## src/rtl/mem_access_stage.sv

```systemverilog
// mem_access_stage: MEM-stage bus controller with byte-lane steering, load extraction and timeout
module mem_access_stage #(
  parameter int ADDR_W  = 12,
  parameter int TIMEOUT = 16
) (
  input  logic              clk,
  input  logic              rst,
  input  logic              memread,
  input  logic              memwrite,
  input  logic [1:0]        length,
  input  logic              sign,
  input  logic [31:0]       addr,
  input  logic [31:0]       wdata,
  output logic              bus_req,
  output logic              bus_we,
  output logic [ADDR_W-1:0] bus_addr,
  output logic [31:0]       bus_wdata,
  output logic [3:0]        bus_be,
  input  logic              bus_ack,
  input  logic [31:0]       bus_rdata,
  output logic [31:0]       rdata,
  output logic              mem_stall,
  output logic              misalign,
  output logic              bus_err
);
  typedef enum logic [1:0] {IDLE, ACCESS, DONE} state_t;
  localparam int CW = $clog2(TIMEOUT + 1);
  state_t state_q, state_d;
  logic req_q, req_d, we_q, we_d, err_q, err_d, sign_q, sign_d;
  logic [ADDR_W-1:0] addr_q, addr_d;
  logic [31:0] wd_q, wd_d, rdata_q, rdata_d;
  logic [3:0] be_q, be_d;
  logic [1:0] off_q, off_d, len_q, len_d;
  logic [CW-1:0] cnt_q, cnt_d;
  logic op, mis, go, tmo;
  logic [3:0] be;
  logic [31:0] wd, ld;
  logic [7:0] bsel;
  logic [15:0] hsel;
  logic unused;
  assign unused = ^addr[31:ADDR_W];
  always_comb begin
    op   = memread | memwrite;
    mis  = (length == 2'b11) | ((length == 2'b10) & (addr[1:0] != 2'b00)) | ((length == 2'b01) & addr[0]);
    go   = (state_q == IDLE) & op & ~mis;
    be   = length == 2'b00 ? 4'b0001 << addr[1:0] : length == 2'b01 ? (addr[1] ? 4'b1100 : 4'b0011) : 4'b1111;
    wd   = ~memwrite ? 32'h0 : length == 2'b00 ? {4{wdata[7:0]}} : length == 2'b01 ? {2{wdata[15:0]}} : wdata;
    bsel = off_q == 2'd0 ? bus_rdata[7:0] : off_q == 2'd1 ? bus_rdata[15:8] : off_q == 2'd2 ? bus_rdata[23:16] : bus_rdata[31:24];
    hsel = off_q[1] ? bus_rdata[31:16] : bus_rdata[15:0];
    ld   = len_q == 2'b00 ? {{24{sign_q & bsel[7]}}, bsel} : len_q == 2'b01 ? {{16{sign_q & hsel[15]}}, hsel} : bus_rdata;
    tmo  = cnt_q == CW'(TIMEOUT - 1);
    state_d = state_q;
    req_d   = req_q;
    we_d    = we_q;
    addr_d  = addr_q;
    wd_d    = wd_q;
    be_d    = be_q;
    off_d   = off_q;
    len_d   = len_q;
    sign_d  = sign_q;
    err_d   = err_q;
    cnt_d   = cnt_q;
    rdata_d = rdata_q;
    if (go) begin
      state_d = ACCESS;
      req_d   = 1'b1;
      we_d    = memwrite;
      addr_d  = {addr[ADDR_W-1:2], 2'b00};
      wd_d    = wd;
      be_d    = be;
      off_d   = addr[1:0];
      len_d   = length;
      sign_d  = sign;
      err_d   = 1'b0;
      cnt_d   = '0;
    end else if (state_q == ACCESS) begin
      if (bus_ack) begin
        state_d = DONE;
        req_d   = 1'b0;
        rdata_d = we_q ? rdata_q : ld;
      end else if (tmo) begin
        state_d = DONE;
        req_d   = 1'b0;
        err_d   = 1'b1;
        rdata_d = '0;
      end else begin
        cnt_d = cnt_q + 1'b1;
      end
    end else if (state_q == DONE) begin
      state_d = IDLE;
    end
  end
  always_ff @(posedge clk) begin
    if (rst) begin
      state_q <= IDLE;
      req_q   <= 1'b0;
      we_q    <= 1'b0;
      addr_q  <= '0;
      wd_q    <= '0;
      be_q    <= '0;
      off_q   <= '0;
      len_q   <= '0;
      sign_q  <= 1'b0;
      err_q   <= 1'b0;
      cnt_q   <= '0;
      rdata_q <= '0;
    end else begin
      state_q <= state_d;
      req_q   <= req_d;
      we_q    <= we_d;
      addr_q  <= addr_d;
      wd_q    <= wd_d;
      be_q    <= be_d;
      off_q   <= off_d;
      len_q   <= len_d;
      sign_q  <= sign_d;
      err_q   <= err_d;
      cnt_q   <= cnt_d;
      rdata_q <= rdata_d;
    end
  end
  assign bus_req   = req_q;
  assign bus_we    = we_q;
  assign bus_addr  = addr_q;
  assign bus_wdata = wd_q;
  assign bus_be    = be_q;
  assign bus_err   = err_q;
  assign rdata     = rdata_q;
  assign mem_stall = ~rst & (go | (state_q == ACCESS));
  assign misalign  = ~rst & (state_q == IDLE) & op & mis;
endmodule
```

## config.mk

```make
export PLATFORM = sky130hd
export DESIGN_NAME = mem_access_stage
export DESIGN_NICKNAME = d
export VERILOG_FILES = /design/src/rtl/mem_access_stage.sv
export SDC_FILE = /design/constraint.sdc
export NUM_CORES = 1
export LEC_CHECK = 0
export BUFFER_PORTS_ARGS = -buffer_cell sky130_fd_sc_hd__buf_2
export CAP_MARGIN = 20
export CORE_UTILIZATION = 48
export DETAILED_ROUTE_END_ITERATION = 7
export GPL_TIMING_DRIVEN = 0
export PLACE_DENSITY = 0.83
export REMOVE_ABC_BUFFERS = 1
export SYNTH_ARGS = -nofsm -noshare
export SYNTH_HDL_FRONTEND = slang
export SYNTH_SLANG_ARGS = --single-unit
```

## constraint.sdc

```tcl
create_clock -name clk -period 2.35 [get_ports clk]
set_input_delay 0.235 -clock clk [delete_from_list [all_inputs] [get_ports clk]]
set_output_delay 0.235 -clock clk [all_outputs]
set_load 0.01 [all_outputs]
```

==> metrics.yaml, run 1 <==
drc: 0
fin_setup_tns_ps: 0
cts_sinks: 93
place.gp.congestion: 0.796
antenna_found_initial: 0
max_freq_ghz: 0.465
grt_pass1_vias: 3938
num_vias: 4133
routed_wl_um: 11700
synth.ff_latch_count: 93
required_ps: 2120
cp.arrival_ps: 1910
root_buffer: "clkbuf_8"
h-tree-depth: 3
syn_inst: 444
wl_per_cell_um: 16.7
final-seq-area_um2: 1860
grt_pass1_wl_um: 19000
worst_slack_ps: 201
core-area_um2: 8760
slew_headroom: 0.363
die_h_um: 97.2
ant_nets: 0
place_ws_ps: -469
cap_violations: 0
power_density_nw_per_um2: 653
crit_path_end_kind: "primary output"
clkTransAtPathRegs_ps: 110
grt_max_degree: 38
yosysWarnings: 0
cp_max_fo: 24
die-area_um2: 9440
crit_type: "flop to primary output"
num_rows: 34
vdd_drop_max_uv: 314
clockBufferDepth: 2
first_pass_iters: 5
multiInputGateArea_um2: 2280
grt_setup_unrepaired: "false"
clkLatencyLatePin_ps: 370
viasPerCell: 5.91
yosysSeqAreaShare: 0.428
area_growth_pct: 25.5
hold_buffers: 0
fin_worst_skew_ps: 22.0
grt-ovfl-total: 0
grtUsageTotal: 0.243
drtIter0Drc: 189
synth_ff_type: "dfxtp_1"
fin_nets: 692
drv_slew: 0
run_status: "completed"
total_power_uw: 3570
cts_tree: "done"
worstSetupStartpointType: "flop"
cts_buffers: 9
worst_pin_slew_ps: 952
hold-worst-slack_ps: 105
hold_viol_final: 0
portBuffers: 166
period_share: 0.914
syn_area_um2: 4350
drive_gt1_frac: 0.365
power_leakage_uw: 0.00242
syn_area_per_cell_um2: 9.79
num-fill-cells: 743
synth_edf_count: 0
setup_viol: 0
ioPinCount: 189
synthArstFlopShare: 0
netlist-cell-type-count: 56
dpl.hpwl_um: 7940
die_w_um: 97.2
min_period_ps: 2150
initial_core_util: 0.496
diodes: 0
hold_class: "input pin to flop"
[synthesized netlist by cell type, drive strengths merged, types with 2 or more instances]
library cell,n,area share
a21oi,26,0.030
a221o,6,0.014
a22o,25,0.050
a2bb2oi,8,0.016
a31oi,2,0.0063
buf,23,0.031
clkbuf,19,0.016
dfxtp,93,0.43
ha,2,0.0058
inv,10,0.0086
mux2i,27,0.062
mux4,6,0.031
nand2,13,0.011
nand2b,6,0.0086
nand3,16,0.018
nor2,32,0.028
nor2b,2,0.0029
nor3,8,0.010
nor3b,3,0.0052
nor4b,2,0.0089
o211ai,2,0.0035
o21a,3,0.0052
o21ai,27,0.031
o22ai,16,0.023
o2bb2ai,38,0.089
or3,4,0.0058
or3b,2,0.0040
xor2,2,0.0040
[registers in the layout (all words and copies together) (netlist names)]
register / cells
bus_wdata: 32
rdata: 32
bus_addr: 10
cnt_q: 5
bus_be: 4
len_q: 2
off_q: 2
state_q: 2
bus_err: 1
bus_req: 1
bus_we: 1
sign_q: 1
[critical path, cell delays in order (launching register included)]
cell and delay [ps]:
dfxtp_1 410, or3_1 720, nor3_1 260, buf_2 170
[placed cells by master (no fill, tap or decap), types with 7 or more instances in the layout]
master,Yosys,final
a21oi_1,26,25
a22o_1,25,25
a2bb2oi_1,8,8
buf_2,14,166
clkbuf_8,0,9
dfxtp_1,93,92
inv_1,10,10
mux2i_1,27,27
nand2_1,13,13
nand3_1,16,16
nor2_1,32,31
nor3_1,7,7
o21ai_0,27,27
o22ai_1,16,15
o2bb2ai_1,29,29
o2bb2ai_2,9,9
[metal layers]
layer  global-route usage  wire [um]  vias to the layer above
met5                    0          0                        -
met4               0.0689        102                        0
met3               0.0612        892                       15
met2                0.409       5720                      179
met1                0.309       4980                     1970
li1                     -          -                     1969
[path summary, 6_finish.rpt]
check / startpoint / end / slack, ps / depth (start not counted)
setup reg to reg: cnt_q[0] / rdata[9] / 240 / 8
hold reg to reg: rdata[0] / rdata[0] / 460 / 1
hold / removal: addr[4] / bus_addr[4] / 110 / 3
setup / recovery: state_q[0] / misalign / 200 / 3
[cell type report]
type / instances / share of cell area
inverter: 11 / 0.00825
tap: 108 / 0.0248
sequential: 93 / 0.341
timing repair buffer: 172 / 0.164
clock buffer: 9 / 0.0227
multi-input combinational: 299 / 0.418
clock inverter: 7 / 0.0204
[through the flow]
| step | instance area [um2] | utilization | std cells |
|---|---|---|---|
| 5_1_grt | 5460 | 0.623 | 699 |
| 6_report | 5460 | 0.623 | 699 |
| 3_5_place_dp | 5150 | 0.587 | 678 |
| 4_1_cts | 5400 | 0.616 | 694 |
| 2_1_floorplan | 4150 | - | 403 |
| 3_3_place_gp | 5110 | 0.583 | 677 |
[power by group]
group / internal, uW / total, uW / switching, uW
Clock: 622 / 1250 / 626
Combinational: 264 / 602 / 338
Sequential: 1650 / 1720 / 69.0
Total: 2530 / 3570 / 1030
[kinds of logic after synthesis]
family / after synthesis / synth area share
AOI/OAI and AO/OA: 164 / 0.293
other: 1 / 0.000862
and+or+nand+nor: 94 / 0.114
DFF: 93 / 0.428
muxes: 34 / 0.0958
buffers and inverters: 53 / 0.0567
xor gates and xnor gates: 3 / 0.00604
adders and majority gates: 2 / 0.00575
[timing repair]
item / 4_1_cts / 5_1_grt
setup endpoints to repair: 41 / 57
gates cloned: 0 / 0
buffers inserted: 0 / 5
pin swaps: 1 / 3
resized for setup: 3 / 2
(Power assumes the default switching activity.)
==> run 2, diff against run 1 <==
CORE_UTILIZATION = 35   (was 48)
PLACE_DENSITY = 0.64   (was 0.83)
==> run 2 against run 1 <==
  * Final area grew 2.1%
  * Clock-buffer cell count grew 4
  * First-iteration DRC count grew 53%
  * Global-route usage shrank 5.3 points
  * Combinational power shrank 2%
  * Via count shrank 3.1%
  * Critical endpoint is now rdata[9]
==> metrics.yaml, run 2 (synthesis results as in run 1) <==
cts_tree: "done"
hold_viol_final: 0  # unchanged
setup_viol: 0  # unchanged
cp_top_family: "simple AND/OR/NAND/NOR gates"
die_h_um: 113  # +17%
max_freq_ghz: 0.454  # -2.5%
dp_cells: 738  # +8.8%
p_switching_uw: 1010  # -2.3%
hold_class: "input pin to flop"
drtIter0Drc: 290  # +53%
root_buffer: "clkbuf_16"
grtUsageTotal: 0.190  # -0.0533
num-fill-cells: 1179  # +59%
area_growth_pct: 28.1
critPathMaxStageDelay_ps: 670  # -50 ps
clkTransAtPathRegs_ps: 60  # -50 ps
swShare: 0.264  # -0.0257
cp_max_fo: 31  # +29%
period_share: 0.938  # +0.0239
cap_violations: 0  # unchanged
die-area_um2: 12900  # +36%
power_leakage_uw: 0.00244  # +0.81%
cts_sinks: 93  # unchanged
power_density_nw_per_um2: 686  # +5.0%
grt_pass1_vias: 3837  # -2.6%
p_int_uw: 2810  # +11%
portBuffers: 166  # unchanged
grt_pass1_wl_um: 19400  # +2.0%
diodes: 0  # unchanged
run_status: "completed"
die_w_um: 113  # +17%
cp.arrival_ps: 2490  # +580 ps
hold_buffers: 0  # unchanged
clockBufferDepth: 2  # unchanged
vdd_drop_max_uv: 430  # +37%
drive_gt1_frac: 0.362  # -0.00385
routed_wl_um: 11900  # +1.6%
initial_core_util: 0.360  # -0.136
grt-ovfl-total: 0  # unchanged
core-area_um2: 12100  # +38%
hold-worst-slack_ps: 137  # +32.2 ps
ant_nets: 0  # unchanged
crit_type: "flop to flop"
cts_buffers: 9  # unchanged
drc: 0  # unchanged
dpl.hpwl_um: 8100  # +2.0%
combPwrFrac: 0.154  # -0.015
antenna_found_initial: 0  # unchanged
p_seq_frac: 0.449  # -0.032
drv_slew: 0  # unchanged
num_rows: 40  # +18%
viasPerCell: 5.29  # -11%
h-tree-depth: 3  # unchanged
path_cells: "ha_1, and3_1, ha_1, nand2b_1, a21oi_1, nor2_4, a22o_1"
fin_worst_skew_ps: 5.22  # -16.7 ps
fin_nets: 690  # -0.29%
clkLatencyLatePin_ps: 350  # -20 ps
slowest_stage: "nor2_4"
grt_setup_unrepaired: "false"
clkPwrFrac: 0.397  # +0.047
required_ps: 2640  # +520 ps
num_vias: 4005  # -3.1%
crit_path_end_kind: "flop"
ioPinCount: 189  # unchanged
worstSetupStartpointType: "flop"
wl_per_cell_um: 15.7  # -6.2%
final_cells: 757  # +8.3%
slew_headroom: 0.334  # -0.0291
min_period_ps: 2200  # +56.1 ps
critical_path.most_common_cell: "ha_1"
final_common_cell: "buf_2"
worst_pin_slew_ps: 996  # +43.5 ps
place.gp.congestion: 0.767  # -3.7%
grt_max_degree: 38  # unchanged
cp_num_buf_inv: 0  # -1
first_pass_iters: 4  # -1
layout.cells.most_common_list: "buf_2, dfxtp_1, nor2_1"
run 2: cell types whose count changed in the layout (fill, tap and decap cells not counted), sizes merged:
cell and delta:
buf -2, bufinv -1, clkbuf +4, clkinv -1, clkinvlp +1, inv -3
run 2: what timing repair did:
| item | CTS | global route |
|---|---|---|
| gates resized for setup | 1 | 2 |
| setup buffers | 2 | 1 |
| setup endpoints to repair | 43 | 45 |
| pin swaps | 2 | 1 |
run 2: area by class of cell:
class,count,area [um2],area share
Clock inverter,3,42.5,0.00764
Tap cell,168,210,0.0377
Multi-Input combinational cell,299,2280,0.408
Timing Repair Buffer,170,865,0.155
Inverter,11,45.0,0.00808
Clock buffer,13,270,0.0485
Sequential cell,93,1860,0.334
run 2: power groups by stage:
stage | registers (uW) | logic, uW | clock network (uW)
2_1_floorplan | 1760 | 291 | 0
3_3_place_gp | 1750 | 561 | 0
3_5_place_dp | 1750 | 587 | 0
4_1_cts | 1710 | 588 | 1560
5_1_grt | 1730 | 652 | 1630
6_report | 1720 | 588 | 1520
run 2: worst reg2reg max path: stages, from the launching register on:
cell and delay (ps):
dfxtp_1 330, ha_1 210, and3_1 190, ha_1 230, nand2b_1 110, a21oi_1 120
nor2_4 670, a22o_1 280
run 2: metrics by stage:
stage	worst slack (ps)	area, um2	util	TNS [ps]	total power, uW
finish	145	5570	0.462	0	3820
global route	19.5	5570	0.462	0	4010
global placement	-1680	5190	0.430	-83090	2310
floorplan	-299	4150	-	-9900	2050
CTS	11.2	5550	0.460	0	3870
detailed placement	-435	5220	0.433	-10970	2330
run 2: worst paths after layout:
path	start	end	slack (ps)	cells after the start
max	cnt_q[0]	rdata[9]	150	7
min	addr[6]	bus_addr[6]	140	3
max reg2reg	cnt_q[0]	rdata[9]	150	7
min reg2reg	rdata[18]	rdata[18]	460	1
run 2: layer usage:
layer / track usage / vias to the layer above / routed length (um) / share of wire
met5: 0 / - / 0 / 0
met4: 0.0807 / 0 / 195 / 0.016
met3: 0.0515 / 10 / 956 / 0.080
met2: 0.295 / 159 / 5350 / 0.45
met1: 0.249 / 1878 / 5380 / 0.45
li1: - / 1958 / - / -
==> run 3, diff against run 2 <==
BUFFER_PORTS_ARGS = -buffer_cell sky130_fd_sc_hd__buf_4   (was -buffer_cell sky130_fd_sc_hd__buf_2)
==> run 3 against run 2 <==
  * Power is 1.9% lower
  * Worst setup slack worse by 6.4 ps
  * Cell count is 0.26% lower
  * Core utilization is 3.1 points higher
  * Final area is 6.8% higher
  * Fmax is 0.29% lower
  * First-iteration DRC count is 15% lower
  * Via count is 0.12% higher
  * Non-clock buffer count is 1 lower
  * Clock-buffer cell count is 1 lower
  * Largest power group unchanged
==> metrics.yaml, run 3 (synthesis results as in run 1) <==
clkTransAtPathRegs_ps: 70  # about the same
num_vias: 4010  # +0.12%
r2r-end: "rdata[7]"
worstSetupStartpointType: "flop"
p_switching_uw: 1000  # -0.44%
die_w_um: 113  # unchanged
hold_viol_final: 0  # unchanged
fin_nets: 689  # -0.14%
min_period_ps: 2210  # +6.44 ps
p_int_uw: 2740  # -2.5%
layout.cells.most_common_list: "buf_4, dfxtp_1, nor2_1"
combPwrFrac: 0.175  # +0.021
place_ws_ps: -308  # +128 ps
clkPwrFrac: 0.366  # -0.031
wl_met3_um: 1050  # +9.7%
ioPinCount: 189  # unchanged
slew_headroom: 0.341  # +0.00777
h-tree-depth: 3  # unchanged
clkLatencyLatePin_ps: 340  # about the same
fin_worst_skew_ps: 7.66  # +2.44 ps
grt_pass1_vias: 3831  # -0.16%
core-area_um2: 12100  # unchanged
final_common_cell: "buf_4"
num_rows: 40  # unchanged
crit_path_end_kind: "flop"
routed_wl_um: 12000  # +0.79%
wl_met2_um: 5310  # -0.75%
slowest_stage: "nor2_4"
power_density_nw_per_um2: 630  # -8.2%
first_pass_iters: 4  # unchanged
swShare: 0.268  # +0.00405
hold_class: "input pin to flop"
run_status: "completed"
max_freq_ghz: 0.452  # -0.29%
period_share: 0.941  # +0.00274
path_cells: "ha_1, and3_1, ha_1, nand2b_1, a21oi_1, nor2_4, a22o_1"
setup_viol: 0  # unchanged
power_leakage_uw: 0.00249  # +2.1%
r2r_start: "cnt_q[0]"
grtUsageTotal: 0.187  # -0.00262
worst_slack_ps: 139  # -6.44 ps
p_seq_frac: 0.459  # +0.010
clockBufferDepth: 2  # unchanged
cp.arrival_ps: 2490  # about the same
drtIter0Drc: 246  # -15%
die-area_um2: 12900  # unchanged
ant_nets: 0  # unchanged
grt_max_degree: 38  # unchanged
viasPerCell: 5.31  # +0.39%
area_growth_pct: 36.8
vdd_drop_max_uv: 313  # -27%
hold_path.startpoint: "wdata[2]"
cts_sinks: 93  # unchanged
cap_violations: 0  # unchanged
cts_buffers: 9  # unchanged
placed_area_um2: 5640  # +8.0%
drv_slew: 0  # unchanged
top_layer_used: "met4"
wl_met1_um: 5430  # +1.1%
holdPathEnd: "bus_wdata[2]"
antenna_found_initial: 0  # unchanged
worst_pin_slew_ps: 984  # -11.6 ps
diodes: 0  # unchanged
critical_path.most_common_cell: "ha_1"
hold_depth: 2  # -1
ff2ff_setup_slack_ps: 140  # about the same
stdcell_area_um2: 5950  # +6.8%
grt_setup_unrepaired: "true"
rr_worst_depth: 7  # unchanged
crit_type: "flop to flop"
critPathMaxStageDelay_ps: 670  # about the same
grt-ovfl-total: 0  # unchanged
wl_per_cell_um: 15.9  # +1.1%
cts_tree: "done"
required_ps: 2630  # about the same
drc: 0  # unchanged
grt_pass1_wl_um: 19200  # -0.82%
root_buffer: "clkbuf_16"
cp_max_fo: 31  # unchanged
portBuffers: 166  # unchanged
place.gp.congestion: 0.770  # +0.38%
die_h_um: 113  # unchanged
dpl.hpwl_um: 8220  # +1.6%
hold_buffers: 0  # unchanged
drive_gt1_frac: 0.359  # -0.00218
initial_core_util: 0.360  # unchanged
[run 3: cell types whose count changed in the layout (fill, tap and decap cells not counted)]
cell	change
buf_2	-166
clkbuf_8	-1
buf_12	+1
o22ai_4	-1
buf_4	+164
clkinv_4	+1
o22ai_2	+1
bufinv_16	-1
[run 3: layout make-up]
type                    instances  area, um2
clock inverters                 3       21.3
multi-input cells             299       2270
repair buffers                169       1280
fillers                      1159       6110
flip-flops and latches         93       1860
inverters                      11       45.0
clock buffers                  12        256
well taps                     168        210
[run 3: layer usage]
| layer | GRT usage | vias to the layer above |
|---|---|---|
| met4 | 0.0693 | 0 |
| met1 | 0.248 | 1870 |
| li1 | - | 1955 |
| met2 | 0.290 | 169 |
| met5 | 0 | - |
| met3 | 0.0542 | 16 |
[run 3: critical path, delay by kind of cell, from the launching register on]
family,cells,cell delay [ps]
AND/OR/NAND/NOR,3,980
flip-flops,1,330
AO/OA/AOI/OAI,2,390
adder cells (fa/ha/maj),2,440
[run 3: worst max-delay path by stage]
stage	slack, ps	depth (start not counted)	startpoint	end
3_5_place_dp	-310	5	length[1]	bus_wdata[8]
6_report	140	7	cnt_q[0]	rdata[7]
2_1_floorplan	-300	7	cnt_q[0]	rdata[10]
5_1_grt	-20	7	cnt_q[0]	rdata[10]
3_3_place_gp	-1480	5	length[1]	bus_wdata[4]
4_1_cts	20	3	state_q[1]	bus_wdata[24]
[run 3: timing repair]
action	in CTS	in global routing
pin swaps	0	2
setup buffers	0	2
endpoints found under the setup margin	23	52
hold endpoints to repair	0	0
resized for setup	1	1
[run 3: through the flow]
step / total power [uW] / hold slack, ps / std cells / setup TNS (ps) / util
after detailed placement: 2410 / 448 / 738 / -5150 / 0.468
after floorplan: 2050 / 304 / 403 / -9900 / -
after global routing: 3930 / 127 / 755 / -35.3 / 0.493
final: 3750 / 135 / 755 / 0 / 0.493
after global placement: 2390 / 446 / 737 / -76310 / 0.465
after CTS: 3780 / 121 / 753 / 0 / 0.491
[run 3: power by group through the flow]
stage / logic, uW / clock network, uW / registers [uW]
floorplan: 291 / 0 / 1760
global placement: 637 / 0 / 1750
finish: 658 / 1370 / 1720
global route: 725 / 1480 / 1730
CTS: 658 / 1400 / 1720
detailed placement: 659 / 0 / 1750
